`config.mk`:
```
export PLATFORM = sky130hd
export DESIGN_NAME = etapa_fetch
export DESIGN_NICKNAME = d
export VERILOG_FILES = /design/src/rtl/etapa_fetch_pkg.sv /design/src/rtl/etapa_fetch_registro_ifid.sv /design/src/rtl/etapa_fetch.sv
export SDC_FILE = /design/constraint.sdc
export NUM_CORES = 1
export LEC_CHECK = 0
export CORE_MARGIN = 3
export CORE_UTILIZATION = 54
export DETAILED_ROUTE_END_ITERATION = 8
export PLACE_DENSITY = 0.86
export SYNTH_ARGS = -nofsm -noshare
export SYNTH_HDL_FRONTEND = slang
export SYNTH_SLANG_ARGS = --single-unit
```
`constraint.sdc`:
```
create_clock -name i_clk -period 3.8 [get_ports i_clk]
set_input_delay 0.57 -clock i_clk [delete_from_list [all_inputs] [get_ports i_clk]]
set_output_delay 0.57 -clock i_clk [all_outputs]
set_load 0.005 [all_outputs]
```
`src/rtl/etapa_fetch_pkg.sv`:
```
// Shared definitions for the instruction-fetch stage.
//   DEF_HALT_INSTR : instruction word that stops fetch
//   NOP_INSTR      : encoding loaded into IF/ID for a bubble
//   DEF_PC_STEP    : sequential PC increment (byte addressing)
//   fetch_state_e  : fetch FSM states
package etapa_fetch_pkg;

   localparam logic [31:0] DEF_HALT_INSTR = 32'hFFFF_FFFF;
   localparam logic [31:0] NOP_INSTR      = 32'h0000_0000;
   localparam int unsigned DEF_PC_STEP    = 4;

   typedef enum logic [0:0] {
      StRun    = 1'b0,
      StHalted = 1'b1
   } fetch_state_e;

endpackage

```
`src/rtl/etapa_fetch_registro_ifid.sv`:
```
// IF/ID pipeline register.
//   i_clk, i_rst_n : clock and asynchronous active-low reset
//   i_bubble       : load a bubble (NOP, pc4 = 0, invalid); wins over i_load
//   i_load         : load i_instr / i_pc4 / i_valid
//   o_instr, o_pc4, o_valid : registered IF/ID contents
// With neither control asserted the register holds.
module registro_ifid
   import etapa_fetch_pkg::*;
#(
   parameter int unsigned NBITS = 32
) (
   input  logic             i_clk,
   input  logic             i_rst_n,
   input  logic             i_load,
   input  logic             i_bubble,
   input  logic [NBITS-1:0] i_instr,
   input  logic [NBITS-1:0] i_pc4,
   input  logic             i_valid,
   output logic [NBITS-1:0] o_instr,
   output logic [NBITS-1:0] o_pc4,
   output logic             o_valid
);

   logic [NBITS-1:0] instr_q;
   logic [NBITS-1:0] pc4_q;
   logic             valid_q;

   always_ff @(posedge i_clk or negedge i_rst_n) begin
      if (!i_rst_n) begin
         instr_q <= NBITS'(NOP_INSTR);
         pc4_q   <= '0;
         valid_q <= 1'b0;
      end else if (i_bubble) begin
         instr_q <= NBITS'(NOP_INSTR);
         pc4_q   <= '0;
         valid_q <= 1'b0;
      end else if (i_load) begin
         instr_q <= i_instr;
         pc4_q   <= i_pc4;
         valid_q <= i_valid;
      end
   end

   assign o_instr = instr_q;
   assign o_pc4   = pc4_q;
   assign o_valid = valid_q;

endmodule

```
`src/rtl/etapa_fetch.sv`:
```
// Instruction-fetch stage of the five-stage MIPS pipeline.
//   i_clk, i_rst_n        : clock and asynchronous active-low reset
//   i_enable              : debug run/step gate, 0 freezes the stage
//   i_stall               : hazard stall, holds PC and IF/ID
//   i_branch_taken/target : taken branch redirect
//   i_jump/target         : jump redirect (wins over branch)
//   i_instruction         : instruction memory data, one cycle after o_PC
//   o_PC                  : fetch address
//   o_ifid_instr/pc4/valid: IF/ID register contents
//   o_halted              : fetch stopped on the halt word
module etapa_fetch
   import etapa_fetch_pkg::*;
#(
   parameter int unsigned     NBITS      = 32,
   parameter logic [NBITS-1:0] PC_RESET   = '0,
   parameter logic [NBITS-1:0] PC_STEP    = NBITS'(DEF_PC_STEP),
   parameter logic [NBITS-1:0] HALT_INSTR = NBITS'(DEF_HALT_INSTR)
) (
   input  logic             i_clk,
   input  logic             i_rst_n,
   input  logic             i_enable,
   input  logic             i_stall,
   input  logic             i_branch_taken,
   input  logic [NBITS-1:0] i_branch_target,
   input  logic             i_jump,
   input  logic [NBITS-1:0] i_jump_target,
   input  logic [NBITS-1:0] i_instruction,
   output logic [NBITS-1:0] o_PC,
   output logic [NBITS-1:0] o_ifid_instr,
   output logic [NBITS-1:0] o_ifid_pc4,
   output logic             o_ifid_valid,
   output logic             o_halted
);

   fetch_state_e     state_q;
   logic [NBITS-1:0] pc_q;
   logic [NBITS-1:0] inflight_pc_q;
   logic             inflight_valid_q;
   // The memory re-reads the held o_PC while frozen, which is the address
   // after the in-flight one. The in-flight word is therefore captured on the
   // first frozen cycle and replayed when the stage advances again.
   logic [NBITS-1:0] held_instr_q;
   logic             held_valid_q;

   logic             redirect;
   logic [NBITS-1:0] redirect_target;
   logic [NBITS-1:0] fetched_instr;
   logic             advance;
   logic             halt_load;
   logic             ifid_bubble;
   logic [NBITS-1:0] ifid_instr_d;
   logic [NBITS-1:0] ifid_pc4_d;

   assign redirect        = i_jump | i_branch_taken;
   assign redirect_target = i_jump ? i_jump_target : i_branch_target;
   assign fetched_instr   = held_valid_q ? held_instr_q : i_instruction;

   assign advance   = i_enable && (state_q == StRun) && !redirect && !i_stall;
   assign halt_load = advance && inflight_valid_q && (fetched_instr == HALT_INSTR);

   assign ifid_bubble  = i_enable && ((state_q == StHalted) || redirect);
   // An invalid in-flight slot still loads as a clean bubble.
   assign ifid_instr_d = inflight_valid_q ? fetched_instr : NBITS'(NOP_INSTR);
   assign ifid_pc4_d   = inflight_valid_q ? (inflight_pc_q + PC_STEP) : '0;

   always_ff @(posedge i_clk or negedge i_rst_n) begin
      if (!i_rst_n) begin
         state_q          <= StRun;
         pc_q             <= PC_RESET;
         inflight_pc_q    <= PC_RESET;
         inflight_valid_q <= 1'b0;
         held_instr_q     <= '0;
         held_valid_q     <= 1'b0;
      end else if (!i_enable) begin
         if ((state_q == StRun) && !held_valid_q) begin
            held_instr_q <= i_instruction;
            held_valid_q <= 1'b1;
         end
      end else begin
         unique case (state_q)
            StRun: begin
               if (redirect) begin
                  pc_q             <= redirect_target;
                  inflight_valid_q <= 1'b0;
                  held_valid_q     <= 1'b0;
               end else if (i_stall) begin
                  if (!held_valid_q) begin
                     held_instr_q <= i_instruction;
                     held_valid_q <= 1'b1;
                  end
               end else begin
                  pc_q             <= pc_q + PC_STEP;
                  inflight_pc_q    <= pc_q;
                  inflight_valid_q <= 1'b1;
                  held_valid_q     <= 1'b0;
                  if (halt_load) begin
                     state_q <= StHalted;
                  end
               end
            end
            StHalted: begin
               // Only reset leaves this state; PC is frozen.
            end
            default: begin
               state_q <= StRun;
            end
         endcase
      end
   end

   registro_ifid #(
      .NBITS (NBITS)
   ) u_registro_ifid (
      .i_clk    (i_clk),
      .i_rst_n  (i_rst_n),
      .i_load   (advance),
      .i_bubble (ifid_bubble),
      .i_instr  (ifid_instr_d),
      .i_pc4    (ifid_pc4_d),
      .i_valid  (inflight_valid_q),
      .o_instr  (o_ifid_instr),
      .o_pc4    (o_ifid_pc4),
      .o_valid  (o_ifid_valid)
   );

   assign o_PC     = pc_q;
   assign o_halted = (state_q == StHalted);

endmodule

```
==> results of run 1 <==
## per-stage QoR
step	instances	area [sq um]	setup slack [ns]	hold WS [ns]	utilization, %
4_1_cts	1165	10900	1.17	0.212	74.4
5_1_grt	1165	10900	0.994	0.231	74.4
3_5_place_dp	1133	10200	0.752	0.467	70.1
3_3_place_gp	1133	10200	0.831	0.459	70.1
2_1_floorplan	781	8070	1.79	0.274	-
6_report	1165	10900	1.18	0.182	74.4
## how the worst max path moves through the flow
stage	to	cells past startpoint	startpoint	slack, ns
finish	held_instr_q[8]$_DFFE_PN0P_	5	i_jump	1.18
detailed placement	u_registro_ifid.o_instr[30]$_DFFE_PN0P_	6	i_jump	0.75
CTS	u_registro_ifid.o_pc4[12]$_DFFE_PN0P_	6	i_jump	1.17
floorplan	held_instr_q[10]$_DFFE_PN0P_	4	i_branch_taken	1.79
global placement	held_instr_q[6]$_DFFE_PN0P_	5	i_jump	0.83
global route	u_registro_ifid.o_instr[30]$_DFFE_PN0P_	6	i_jump	0.99
## state kept, by name, summed over array words and instances (netlist names)
signal / flops
o_PC: 32
u_registro_ifid.o_valid: 1
u_registro_ifid.o_instr: 32
u_registro_ifid.o_pc4: 32
inflight_valid_q: 1
inflight_pc_q: 32
held_valid_q: 1
o_halted: 1
held_instr_q: 32
## worst max-delay path: cells and delay by family
kind	cells	cell delay (ns)
buffers and inverters	2	1.10
and+or+nand+nor	1	0.57
muxes	1	0.40
AOI/OAI and AO/OA	1	0.25
## per-layer routing
layer / GRT usage [%] / part of all wire, %
met4: 12.2 / 3.4
met1: 38.5 / 44
met2: 41.2 / 47
met5: 0 / 0
met3: 5.58 / 5.8
## cells by family after synthesis
group                      count (synthesis)  share of synthesized area, %
DFF                                      164                          50.8
and+or+nand+nor                          252                          16.1
AOI/OAI and AO/OA                        191                          14.2
muxes                                     96                          12.9
adders and majority gates                  2                         0.310
xor gates and xnor gates                  28                          3.04
buffers and inverters                     48                          2.57
## power groups by stage
| stage | Combinational (W) | Clock, W | Sequential [W] |
|---|---|---|---|
| finish | 0.000818 | 0.00182 | 0.00229 |
| global route | 0.000894 | 0.00191 | 0.00233 |
| floorplan | 0.000447 | 0 | 0.00220 |
| CTS | 0.000822 | 0.00183 | 0.00228 |
| global placement | 0.000789 | 0 | 0.00229 |
| detailed placement | 0.000811 | 0 | 0.00231 |
## layout make-up
type	instances	area [sq um]
clock buffer	23	478
clock inverter	9	150
fill	1019	3730
inverter	4	15.0
multi-input combinational	569	3780
sequential	164	4110
tap	184	230
timing repair buffer	212	2100
## cells in the final DEF, fill, tap and decap left out, types with 7 or more instances in the layout
master           Yosys  routed
clkdlybuf4s50_1      0     198
and3_1               8       8
xnor2_1             16      16
mux2i_1             34      34
nor2_1              33      33
buf_4                3      12
dfrtp_1            164     163
a31oi_1             10      10
a22oi_1             11      11
a21oi_1             18      18
xor2_1              12      12
mux2_2              62      62
o21ai_0            112     111
nand3_1             30      30
nor3_1               7       7
clkbuf_16            0      17
nand2_1             98      98
nand4_1             31      31
and4_1               8       8
nor4_1               8       8
a22o_1              11      11
==> reports/qor.yml, run 1 <==
routing:
  drt_iter0_markers: 643
  routedWlPerCell_microns: 19.1
  first_pass_iters: 6
  totalWireLength_mm: 22.3
  drc: 0
  ant_nets: 0
  vias_per_cell: 6.02
  vias: 7016
placed_design:
  gp_congestion: 0.867
  dp_hpwl_mm: 15.6
  io_buffer_count: 199
logic_synthesis:
  synth_commonest_cells: "dfrtp_1, o21ai_0, nand2_1"
  synth-edff-count: 0
  yosys_warnings: 0
  synth_top_area_cell: "dfrtp_1"
  syn-instance-count: 781
  netlist.area_leader.share_pct: 50.8
  ys_ff_latch: 164
  synth_area_leaders: "dfrtp_1, mux2_2, o21ai_0, nand2_1, mux2i_1"
  async_flop_share_pct: 100
  synth_ff_type: "dfrtp_1"
  synth_fp_nets: 885
  yosysMostFrequentCell: "dfrtp_1"
  synthDistinctLibCells: 56
  ys_seq_area_share_pct: 50.8
  syn_area_per_cell_sq_um: 10.3
  syn_area_sq_um: 8070
worst_setup_path:
  max_stage_delay_ns: 0.67
  r2r_start: "o_PC[2]$_DFFE_PN0P_"
  cp_slowest_cell: "clkdlybuf4s50_1"
  required_ns: 4.10
  rrSetupSlack_ns: 1.50
  worstReg2RegEnd: "o_PC[22]$_DFFE_PN0P_"
  crit_type: "in2reg"
  worst_ep_arrival_time_ns: 2.92
  rr_worst_depth: 6
  cp-start-kind: "primary input"
  cp-end-kind: "register"
  cp_max_fo: 32
  cp_cell_sequence: "clkdlybuf4s50_1 -> or3b_1 -> a211oi_4 -> buf_4 -> mux2_2"
power_and_ir_drop:
  seqPwrFrac_pct: 46.5
  power_w: 0.00493
  comb_power_share_pct: 16.6
  leakagePower_nw: 4.47
  clock_power_share_pct: 36.9
  switchingPower_w: 0.00133
  swShare_pct: 26.9
  cellPowerDensity_nw_per_um2: 454
  internal_power_w: 0.00361
  irDropWorstVdd_mv: 0.315
cts:
  clock_latency_ns: 0.42
  clk_pin_slew_worst_paths_ns: 0.06
  cts_tree: "done"
  cts.sinks: 164
  ctsResizeCount: 0
  cts_setup_buffers: 0
  htreeDepth: 4
  hold_buffers: 0
  cts_root_buf: "clkbuf_16"
  clockBufferDepth: 2
  numCtsBuffers: 17
outcome:
  status: "finished, final reports clean"
sta:
  worst_pin_slew_ns: 1.12
  hold_viol_final: 0
  finalCritPeriodShare_pct: 69.0
  finClkSkew_ns: 0.00786
  period_minus_slack_ns: 2.62
  finalSetupViolations: 0
  report.final.slew_viol_count: 0
  grt_setup_unrepaired: "false"
  slew-limit-headroom_pct: 25.1
  fin_tns_setup_ns: 0
  fmax_mhz: 381
die:
  die_h_microns: 128
  core_sq_um: 14600
  rows: 44
  ios: 200
  die_w_microns: 128
  dieArea_sq_um: 16500
  start_util_pct: 55.3
global_routing:
  antenna_found_initial: 0
  grt_pass1_wl_mm: 35.6
  grt.total_usage_pct: 27.4
  overflow: 0
  grt_max_degree: 83
  grt_pass1_vias: 6789
layout:
  area_growth_pct: 34.6
  drive_gt1_share_pct: 12.3
  nNetsFinal: 1072
  diodes: 0
min_path:
  hold_path.class: "in2async"
flow_run:
  maxCapViolations: 0
Power figures use the tool's default switching activity.
==> run 2, diff against run 1 <==
--- a/config.mk
+++ b/config.mk
@@ -6,9 +6,9 @@
 export NUM_CORES = 1
 export LEC_CHECK = 0
 export CORE_MARGIN = 3
-export CORE_UTILIZATION = 54
+export CORE_UTILIZATION = 50
 export DETAILED_ROUTE_END_ITERATION = 8
-export PLACE_DENSITY = 0.86
+export PLACE_DENSITY = 0.81
 export SYNTH_ARGS = -nofsm -noshare
 export SYNTH_HDL_FRONTEND = slang
 export SYNTH_SLANG_ARGS = --single-unit
==> constraint.sdc (replaced) <==
create_clock -name i_clk -period 2.5 [get_ports i_clk]
set_input_delay 0.375 -clock i_clk [delete_from_list [all_inputs] [get_ports i_clk]]
set_output_delay 0.375 -clock i_clk [all_outputs]
set_load 0.005 [all_outputs]
==> run 2 against run 1 <==
Compared with the run above: die area grew 7.6%; routed wire length up 1.4%; largest cell class unchanged; sequential share of layout area is 0.67 points lower; sequential power increased by 51%; cell count increased by 4.0%; design area rose by 1.8%; largest power group unchanged; clock skew fell by 0.0021 ns; critical path depth stayed put.
==> reports/qor.yml, run 2 (same netlist as run 1, synthesis figures left out) <==
global_routing:
  grt_max_degree: 64
  grt_use_met3_pct: 4.49
  grt_pass1_wl_mm: 36.9
  met1_usage_pct: 35.5
  grt_busiest_layer: "met2"
  grt.total_usage_pct: 25.9
  grt_util_met2_pct: 39.7
  grt_pass1_vias: 7096
  overflow: 0
  antenna_found_initial: 2
die:
  ios: 200
  die_h_microns: 133
  rows: 45
  start_util_pct: 52.1
  core_sq_um: 15500
  die_w_microns: 133
  dieArea_sq_um: 17700
sta:
  period_minus_slack_ns: 2.15
  finClkSkew_ns: 0.00574
  grt_setup_unrepaired: "false"
  hold_viol_final: 0
  report.final.slew_viol_count: 0
  finalCritPeriodShare_pct: 85.9
  slew-limit-headroom_pct: 60.2
  fin_tns_setup_ns: 0
  fmax_mhz: 465
  whs_ns: 0.474
  finalSetupViolations: 0
  worst_pin_slew_ns: 0.597
routing:
  drc: 0
  drt_iter0_markers: 629
  routedWlPerCell_microns: 18.7
  vias: 7170
  ant_nets: 0
  first_pass_iters: 7
  totalWireLength_mm: 22.6
  vias_per_cell: 5.92
cts:
  htreeDepth: 4
  clock_latency_ns: 0.43
  clk_pin_slew_worst_paths_ns: 0.06
  cts_setup_buffers: 0
  cts_root_buf: "clkbuf_16"
  clockBufferDepth: 2
  ctsResizeCount: 0
  cts.sinks: 164
  hold_buffers: 1
  numCtsBuffers: 17
  cts_tree: "done"
placed_design:
  io_buffer_count: 199
  dp_hpwl_mm: 16.3
  placed_cells: 1179
  gp_congestion: 0.888
layout:
  nNetsFinal: 1092
  layout_common_cells: "clkdlybuf4s50_1, dfrtp_1, o21ai_0"
  drive_gt1_share_pct: 13.9
  n_fill_cell: 1118
  final_cell_count_no_fill: 1212
  final_common_cell: "clkdlybuf4s50_1"
  area_growth_pct: 37.0
power_and_ir_drop:
  power_w: 0.00720
  leakagePower_nw: 4.57
  irDropWorstVdd_mv: 0.580
  cellPowerDensity_nw_per_um2: 651
flow_run:
  maxCapViolations: 0
worst_setup_path:
  crit_type: "reg2reg"
  worst_ep_arrival_time_ns: 2.51
  cp_slowest_cell: "dfrtp_1"
  cp-end-kind: "register"
  cp_max_fo: 9
  max_stage_delay_ns: 0.59
  required_ns: 2.86
  cp-start-kind: "register"
  cp_cell_sequence: "nand4_4 -> nor4_4 -> nand4_1 -> or4_1 -> nand3_1"
min_path:
  hold_path.class: "reg2reg"
outcome:
  status: "finished, final reports clean"
run 2: cell types whose count changed in the layout (fill, tap and decap cells not counted), sizes merged:
cell	delta
dlygate4sd3	+1
bufinv	-3
clkbuf	-2
clkinv	+5
diode	+1
buf	+19
clkinvlp	-1
run 2: cell type report:
class	count	area, sq um	area share (%)
timing repair buffer	232	2360	21.3
clock inverter	10	85.1	0.769
inverter	4	15.0	0.136
sequential	164	4110	37.1
multi-input combinational	569	3780	34.2
tap	211	264	2.39
clock buffer	21	450	4.07
antenna	1	2.50	0.0226
run 2: where the power goes:
group / internal (W) / switching [W] / leakage (nW)
logic: 0.000786 / 0.000561 / 2.19
registers: 0.00299 / 0.000451 / 2.11
clock network: 0.00138 / 0.00103 / 0.266
total: 0.00516 / 0.00204 / 4.57
run 2: through the flow:
step / utilization, % / setup WS, ns / instance area (sq um)
floorplan: - / 0.682 / 8070
finish: 71.4 / 0.352 / 11100
global placement: 67.9 / 0.189 / 10500
global route: 71.4 / 0.271 / 11100
detailed placement: 67.9 / 0.133 / 10500
CTS: 71.4 / 0.384 / 11100
run 2: worst max-delay path, delay by kind of cell, from the launching register on:
| kind | cells | cell delay [ns] |
|---|---|---|
| DFF | 1 | 0.59 |
| and+or+nand+nor | 5 | 1.49 |
run 2: routing by layer:
metal	routed length (microns)	share of wire, %
met1	9820	43
met2	10400	46
met3	1340	5.9
met4	1030	4.5
met5	7	0.031
run 2: path summary, 6_finish.rpt:
kind / depth (start not counted) / slack [ns] / end / start
setup / recovery: 5 / 0.35 / o_PC[31]$_DFFE_PN0P_ / o_PC[11]$_DFFE_PN0P_
hold / removal: 1 / 0.47 / u_registro_ifid.o_instr[17]$_DFFE_PN0P_ / u_registro_ifid.o_instr[17]$_DFFE_PN0P_
setup reg to reg: 5 / 0.35 / o_PC[31]$_DFFE_PN0P_ / o_PC[11]$_DFFE_PN0P_
hold reg to reg: 1 / 0.47 / u_registro_ifid.o_instr[17]$_DFFE_PN0P_ / u_registro_ifid.o_instr[17]$_DFFE_PN0P_
max in group asynchronous: 3 / 1.28 / u_registro_ifid.o_pc4[19]$_DFFE_PN0P_ / i_rst_n
min in group asynchronous: 2 / 0.50 / u_registro_ifid.o_instr[15]$_DFFE_PN0P_ / i_rst_n
==> run 3, diff against run 2 <==
--- a/config.mk
+++ b/config.mk
@@ -8,6 +8,7 @@
 export CORE_MARGIN = 3
 export CORE_UTILIZATION = 50
 export DETAILED_ROUTE_END_ITERATION = 8
+export GPL_TIMING_DRIVEN = 0
 export PLACE_DENSITY = 0.81
 export SYNTH_ARGS = -nofsm -noshare
 export SYNTH_HDL_FRONTEND = slang
==> run 3 against run 2 <==
Compared with the run above: utilization shrank 0.68 points; via count rose by 0.71%; setup slack lost 0.25 ns; global-route usage up 1.1 points; routed wire length is 4.6% higher; design area is 0.95% lower; first-iteration DRC count grew 4.5%; non-clock buffer count grew 13; largest power group unchanged; cell count up 1.1%; clock-buffer cell count is 3 lower; critical path type is now in2reg; fmax decreased by 10%.
==> reports/qor.yml, run 3 (same netlist as run 1, synthesis figures left out) <==
outcome:
  status: "finished, final reports clean"
cts:
  clockBufferDepth: 2
  htreeDepth: 4
  cts_tree: "done"
  cts_setup_buffers: 0
  clock_latency_ns: 0.43
  clk_pin_slew_worst_paths_ns: 0.07
  cts_root_buf: "clkbuf_16"
  cts.sinks: 164
  numCtsBuffers: 17
die:
  core_sq_um: 15500
  start_util_pct: 52.1
  die_h_microns: 133
  rows: 45
  ios: 200
  die_w_microns: 133
  dieArea_sq_um: 17700
worst_setup_path:
  cp_max_fo: 10
  cp-end-kind: "register"
  crit_type: "in2reg"
  worst_ep_arrival_time_ns: 2.68
  required_ns: 2.78
  cp-start-kind: "primary input"
layout:
  final_common_cell: "clkdlybuf4s50_1"
  layout_common_cells: "clkdlybuf4s50_1, dfrtp_1, o21ai_0"
  drive_gt1_share_pct: 12.3
  area_growth_pct: 35.7
  final_area_sq_um: 11000
  diodes: 0
  nNetsFinal: 1105
placed_design:
  dp_hpwl_mm: 17.1
  gp_congestion: 0.878
  placed_area_sq_um: 10400
  io_buffer_count: 199
routing:
  first_pass_iters: 5
  totalWireLength_mm: 23.6
  vias_per_cell: 5.89
  drt_iter0_markers: 657
  ant_nets: 0
  drc: 0
  routedWlPerCell_microns: 19.3
  vias: 7221
sta:
  grt_setup_unrepaired: "false"
  finClkSkew_ns: 0.00997
  finalCritPeriodShare_pct: 96.0
  hold_viol_final: 0
  worst_pin_slew_ns: 0.844
  report.final.slew_viol_count: 0
  finalSetupViolations: 0
  slew-limit-headroom_pct: 43.7
  period_minus_slack_ns: 2.40
  fin_tns_setup_ns: 0
  fmax_mhz: 417
power_and_ir_drop:
  power_w: 0.00735
  leakagePower_nw: 4.48
  cellPowerDensity_nw_per_um2: 671
  irDropWorstVdd_mv: 0.517
global_routing:
  grt.total_usage_pct: 27.0
  antenna_found_initial: 0
  grt_pass1_wl_mm: 38.0
  overflow: 0
  grt_max_degree: 101
  grt_pass1_vias: 7056
min_path:
  hold_path.class: "in2async"
flow_run:
  maxCapViolations: 0
-- run 3: cell types whose count changed in the layout (fill, tap and decap cells not counted), sizes merged, moves of 3 or more --
cell | previous run | this run
inv | 4 | 8
clkinvlp | 1 | 4
clkbuf | 21 | 43
clkinv | 8 | 4
buf | 33 | 21
-- run 3: cell type report --
type | instances | area (sq um)
flip-flops and latches | 164 | 4100
multi-input cells | 569 | 3760
repair buffers | 201 | 2030
inverters | 4 | 15.0
plain buffers | 44 | 193
well taps | 211 | 264
clock inverters | 14 | 153
fillers | 1201 | 4530
clock buffers | 18 | 429
-- run 3: power breakdown --
group	total, W	switching (W)	leakage (nW)	internal, W
clock network	0.00259	0.00111	0.274	0.00148
registers	0.00345	0.000454	2.11	0.00299
logic	0.00131	0.000560	2.10	0.000748
total	0.00735	0.00212	4.48	0.00522
-- run 3: what timing repair did --
item / in CTS / in global routing
endpoints found under the setup margin: 0 / 0
hold endpoints to repair: 64 / 0
resized for setup: 0 / 0
hold buffers: 1 / 0
-- run 3: final timing paths --
kind / startpoint / endpoint / slack [ns] / cells after the start
worst max-delay path: i_branch_taken / o_PC[24]$_DFFE_PN0P_ / 0.10 / 6
worst min-delay path: i_rst_n / u_registro_ifid.o_instr[16]$_DFFE_PN0P_ / 0.48 / 2
worst max register to register: o_PC[3]$_DFFE_PN0P_ / o_PC[22]$_DFFE_PN0P_ / 0.25 / 6
worst min register to register: u_registro_ifid.o_instr[8]$_DFFE_PN0P_ / u_registro_ifid.o_instr[8]$_DFFE_PN0P_ / 0.48 / 2
max in group asynchronous: i_rst_n / u_registro_ifid.o_pc4[17]$_DFFE_PN0P_ / 1.15 / 3
min in group i_clk: u_registro_ifid.o_instr[8]$_DFFE_PN0P_ / u_registro_ifid.o_instr[8]$_DFFE_PN0P_ / 0.48 / 2
-- run 3: critical path, cell delays in order --
cell and delay (ns):
clkdlybuf4s50_1 0.58, or3b_1 0.51, nand2_1 0.31, clkbuf_1 0.40, buf_2 0.35, o21ai_0 0.15
-- run 3: layer usage --
layer  track usage, %  routed length, microns  vias up
met5                0                       0        -
met2             43.1                   11300      344
met1             38.3                   10300     3505
met3             4.18                    1590       42
li1                 -                       -     3330
met4             7.97                     446        0
-- run 3: per-stage QoR --
stage / hold slack, ns / utilization [%] / setup WS (ns) / std cells
final: 0.475 / 70.7 / 0.101 / 1225
after global routing: 0.486 / 70.7 / 0.0445 / 1225
after CTS: 0.479 / 70.7 / 0.186 / 1225
after detailed placement: 0.357 / 66.9 / -0.243 / 1192
after global placement: 0.459 / 66.7 / -5.62 / 1191
after floorplan: 0.0794 / - / 0.682 / 781
